### config.mk
export PLATFORM = sky130hd
export DESIGN_NAME = mul
export DESIGN_NICKNAME = d
export VERILOG_FILES = /design/src/rtl/mul.sv
export SDC_FILE = /design/constraint.sdc
export NUM_CORES = 1
export LEC_CHECK = 0
export ABC_CLOCK_PERIOD_IN_PS = 890
export BUFFER_PORTS_ARGS = -buffer_cell sky130_fd_sc_hd__buf_2
export CORE_MARGIN = 4
export CORE_UTILIZATION = 45
export CTS_CLUSTER_SIZE = 25
export DETAILED_ROUTE_END_ITERATION = 7
export PLACE_DENSITY = 0.72
export SLEW_MARGIN = 40
export SYNTH_ARGS = -nofsm -noshare
export SYNTH_HDL_FRONTEND = slang
export SYNTH_SLANG_ARGS = --single-unit
### constraint.sdc
create_clock -name clk -period 0.89 [get_ports clk]
set_input_delay 0.1335 -clock clk [delete_from_list [all_inputs] [get_ports clk]]
set_output_delay 0.1335 -clock clk [all_outputs]
set_load 0.02 [all_outputs]
### src/rtl/mul.sv
// Registered binary16 multiplier: one result per clock, latency 1, exp=0 treated as zero.
// Optional macro MUL_ROUND_NEAREST_EN selects round-to-nearest-even; otherwise the fraction is truncated.
module mul (
  input  logic        clk,
  input  logic        rst,
  input  logic [15:0] flp_a,
  input  logic [15:0] flp_b,
  output logic        sign,
  output logic [4:0]  exponent,
  output logic [4:0]  exp_unbiased,
  output logic [5:0]  exp_sum,
  output logic [9:0]  prod,
  output logic [15:0] sum
);

  logic        w_sa, w_sb, w_sign;
  logic [4:0]  w_ea, w_eb;
  logic [9:0]  w_fa, w_fb;
  logic        w_nan_a, w_nan_b, w_inf_a, w_inf_b, w_zero_a, w_zero_b;
  logic        w_nan, w_inf, w_zero;
  logic [5:0]  w_exp_sum;
  logic [4:0]  w_exp_unb;
  logic [21:0] w_mant;
  logic        w_norm_sh;
  logic [21:0] w_norm;
  logic [9:0]  w_frac_raw;
  logic        w_round_up;
  logic [10:0] w_frac_inc;
  logic        w_carry;
  logic [9:0]  w_frac;
  logic [7:0]  w_exp_pre;
  logic [7:0]  w_exp_fin;
  logic        w_ovf, w_unf;
  logic [15:0] w_result;

  logic [15:0] r_sum;
  logic [5:0]  r_exp_sum;
  logic [4:0]  r_exp_unb;

  assign w_sa   = flp_a[15];
  assign w_sb   = flp_b[15];
  assign w_ea   = flp_a[14:10];
  assign w_eb   = flp_b[14:10];
  assign w_fa   = flp_a[9:0];
  assign w_fb   = flp_b[9:0];
  assign w_sign = w_sa ^ w_sb;

  assign w_nan_a  = (&w_ea) & (|w_fa);
  assign w_nan_b  = (&w_eb) & (|w_fb);
  assign w_inf_a  = (&w_ea) & ~(|w_fa);
  assign w_inf_b  = (&w_eb) & ~(|w_fb);
  assign w_zero_a = ~(|w_ea);
  assign w_zero_b = ~(|w_eb);
  assign w_nan    = w_nan_a | w_nan_b | (w_inf_a & w_zero_b) | (w_inf_b & w_zero_a);
  assign w_inf    = w_inf_a | w_inf_b;
  assign w_zero   = w_zero_a | w_zero_b;

  assign w_exp_sum = {1'b0, w_ea} + {1'b0, w_eb};
  assign w_exp_unb = w_ea + w_eb - 5'd15;

  assign w_mant    = 22'({1'b1, w_fa}) * 22'({1'b1, w_fb});
  // Left-align so the leading one always sits at bit 21; fraction is then bits 20:11.
  assign w_norm_sh  = w_mant[21];
  assign w_norm     = w_norm_sh ? w_mant : (w_mant << 1);
  assign w_frac_raw = 10'(w_norm >> 11);

`ifdef MUL_ROUND_NEAREST_EN
  logic w_guard, w_sticky;
  assign w_guard    = w_norm[10];
  assign w_sticky   = |w_norm[9:0];
  assign w_round_up = w_guard & (w_sticky | w_frac_raw[0]);
`else
  assign w_round_up = 1'b0;
`endif

  assign w_frac_inc = {1'b0, w_frac_raw} + {10'd0, w_round_up};
  assign w_carry    = w_frac_inc[10];
  assign w_frac     = w_carry ? 10'd0 : w_frac_inc[9:0];

  // Signed 8-bit exponent so underflow below zero stays visible.
  assign w_exp_pre = {2'b00, w_exp_sum} + {7'd0, w_norm_sh} - 8'd15;
  assign w_exp_fin = w_exp_pre + {7'd0, w_carry};
  assign w_ovf     = $signed(w_exp_fin) >= 8'sd31;
  assign w_unf     = $signed(w_exp_fin) <= 8'sd0;

  always_comb begin
    w_result = {w_sign, w_exp_fin[4:0], w_frac};
    if (w_nan)
      w_result = 16'h7E00;
    else if (w_inf)
      w_result = {w_sign, 5'h1F, 10'h000};
    else if (w_zero)
      w_result = {w_sign, 15'h0000};
    else if (w_ovf)
      w_result = {w_sign, 5'h1F, 10'h000};
    else if (w_unf)
      w_result = {w_sign, 15'h0000};
  end

  always_ff @(posedge clk or posedge rst) begin
    if (rst) begin
      r_sum     <= 16'h0000;
      r_exp_sum <= 6'd0;
      r_exp_unb <= 5'd0;
    end else begin
      r_sum     <= w_result;
      r_exp_sum <= w_exp_sum;
      r_exp_unb <= w_exp_unb;
    end
  end

  assign sum          = r_sum;
  assign sign         = r_sum[15];
  assign exponent     = r_sum[14:10];
  assign prod         = r_sum[9:0];
  assign exp_sum      = r_exp_sum;
  assign exp_unbiased = r_exp_unb;

endmodule

==> results.md <==
* Status: finished with violations
* Failing checks: setup timing
* Max incr delay on CP at 0.57 ns
* Routed len/inst at 17.2 microns
* Vias in the first global route at 5299
* Final slew viol count at 0
* Post-synthesis async set-or-reset flop share at 100%
* Standard-cell rows at 39
* Min Clock Period, post-route at a little over 6 ns
* CP Capture Type: flip-flop
* Clock Tree Buf Depth at 2
* Clock power frac at 3.9%
* Initial Util at between 40 and 50%
* PD cells at between 3000 and 4000 nW/um^2
* Crit start category: primary input
* Commonest cells in the netlist: 128 x inv_1, 84 x fa_1, 71 x nand2_1
* Avg Cell Area, Syn at a little under 9 sq um
* I/O Buffers at 76
* Routed Antenna Nets at 0
* Drt via density at roughly 5.2
* Clk sink count at 27
* Unrepaired setup endpoints after global routing: yes
* Cells after Synth at 607
* Leak at 4.07 nW
* Reg power frac at between 7 and 8%
* Tcrit/Tclk final at 697%
* Chip Height at 117 microns
* #FFs+latches synth at 27
* Worst setup margin at -5.31 ns
* Fmax at 161 MHz
* Synth-to-Final Area Change at 48.1%
* Area of the core at roughly 12000 sq um
* Worst-path clk slew at around 0.07 ns
* Largest net degree at the start of global routing at 28
* Worst IR Drop VDD at approximately 2600 uV
* Synthesized area at between 5000 and 6000 sq um
* Final core utilization at between 60% and 70%
* # diodes at 0
* Register Area at roughly 680 sq um
* Final Hold Viols at 0
* Total gr overflow at 0
* H-tree levels at 1
* Crit Path Class: in -> reg
* Critical Path AT at about 6.4 ns
* Routed WL at 16.2 mm
* Initial antenna violation count at 0
* Die W at 117 microns
* CTS tree: done
* Yosys cell types at 52
* Post-synth EDFFs at 0
* Top-count cell post-synth: inv_1
* Dpl hpwl at 12.1 mm
* WHS at around 0.12 ns
* Final nets at 981
* Sw Share at 48.0%
* Multi-input gate area at about 4600 sq um
* Post-Place Worst Slack at -5.65 ns
* Mapped Nets at ~790
* Comb power frac at 88.7%
* Top_reg_cell synth: dfrtp_1
* Min-delay worst type: in -> reg
* Internal Dissipation at approximately 14 mW
* Via count at slightly below 5k
* YS warnings at 0
* Max-cap check violation count at 0
* Total CTS buffers at 3
* Critical Path RT at 1.08 ns
* Final GP Congestion at 0.869
* First-pass GRT wire length at about 26 mm
* Share of cells above drive strength 1 at 41.4%
* Post-synth top area share at a little under a third
* Largest area contributor in the netlist: fa_1
* Crit-path slowest cell: fa_1
* DRC errors left at 0
* Clock Tree Root: clkbuf_16
* Die area at 13800 sq um
* IO Count at 77
* First-pass DRT Iterations at 7
* Worst Tran Pin Value at slightly below 0.4 ns
* Rel. slew slack at 73.3%
* Switching Power at approximately 13 mW
* Most used cell, CP: fa_1
* CP Max Fanout at 6
* Area contributors post-synth: fa_1 31%, ha_1 16%, dfrtp_1 13%
* # setup viols final at 67
* GR Util All Layers at a little under a quarter
* Fillers at ~830
* Sequential area share after synthesis at around 13%
* 1st-iter DRT viols at ~330
-- final timing paths --
kind                       startpoint           endpoint  depth (start not counted)
max in group asynchronous         rst   sum[4]$_DFF_PP0_                          4
hold / removal              flp_a[15]  sum[15]$_DFF_PP0_                          3
min in group asynchronous         rst   sum[1]$_DFF_PP0_                          4
setup / recovery             flp_b[2]   sum[3]$_DFF_PP0_                         33
-- cell type report --
class / instances / area share, %
clock buffer: 3 / 0.941
clock inverter: 1 / 0.0628
inverter: 129 / 6.23
multi-input combinational: 415 / 57.4
sequential: 27 / 8.47
tap: 143 / 2.24
timing repair buffer: 219 / 24.6
-- power by group through the flow --
stage / clock network, mW / registers, mW / logic, mW
floorplan: 0 / 2.34 / 13.3
global placement: 0 / 1.88 / 19.4
CTS: 1.07 / 2.03 / 22.3
finish: 1.05 / 2.03 / 24.2
global route: 1.13 / 2.07 / 26.2
detailed placement: 0 / 1.89 / 20.1
-- flip-flops by register name, indices dropped and copies added (netlist names) --
| name | flops |
|---|---|
| exp_unbiased | 5 |
| exp_sum | 6 |
| sum | 16 |
-- metal layers --
layer | vias to the layer above | part of all wire, % | GRT usage, %
met5 | - | 0 | 0
met4 | 0 | 2.7 | 5.57
met3 | 42 | 5.5 | 3.08
met2 | 194 | 52 | 40.9
met1 | 2426 | 39 | 29.0
li1 | 2251 | - | -
-- critical path: cells and delay by family --
kind            cells  cell delay [ns]
simple gates        4             0.60
buf+inv            11             1.00
xor+xnor            1             0.18
compound gates      9             1.41
fa+ha+maj           8             3.05
-- per-stage QoR --
step	setup TNS (ns)	instance area, sq um	std cells	total power, mW
2_1_floorplan	-77.24	5770	607	15.6
3_3_place_gp	-83.19	6940	912	21.3
3_5_place_dp	-85.95	6940	912	22.0
4_1_cts	-77.23	7730	928	25.4
5_1_grt	-84.26	7970	937	29.4
6_report	-81.17	7970	937	27.3
-- timing repair --
item | CTS | global route
pin swaps | 47 | 40
buffers inserted | 11 | 11
hold endpoints to repair | 27 | 0
setup endpoints to repair | 67 | 67
hold buffers | 1 | 0
resized for setup | 184 | 44
-- layout by cell type, fill, tap and decap left out, types with 4 or more instances in the layout --
cell type    n
or3_1        4
fa_2         9
nor2_1      22
nand3_1      4
buf_6       65
inv_1      108
buf_8       10
o21ai_0      6
nor2_2       5
nand2_4      4
buf_4      128
and2_1      32
fa_1        75
a21o_1       4
a21oi_1      8
inv_4        5
a21oi_2     15
ha_1        53
xnor2_1      8
buf_2       11
nand2_1     67
xor2_1       4
nand4_1      4
ha_4        14
dfrtp_1     27
o21ai_1      7
and2_4       5
inv_2       16
-- kinds of logic after synthesis --
group / synth area share, %
xor gates and xnor gates: 2.60
DFF: 12.5
adders and majority gates: 47.0
buffers and inverters: 12.8
and+or+nand+nor: 16.7
AOI/OAI and AO/OA: 8.39
(Power assumes the default switching activity.)
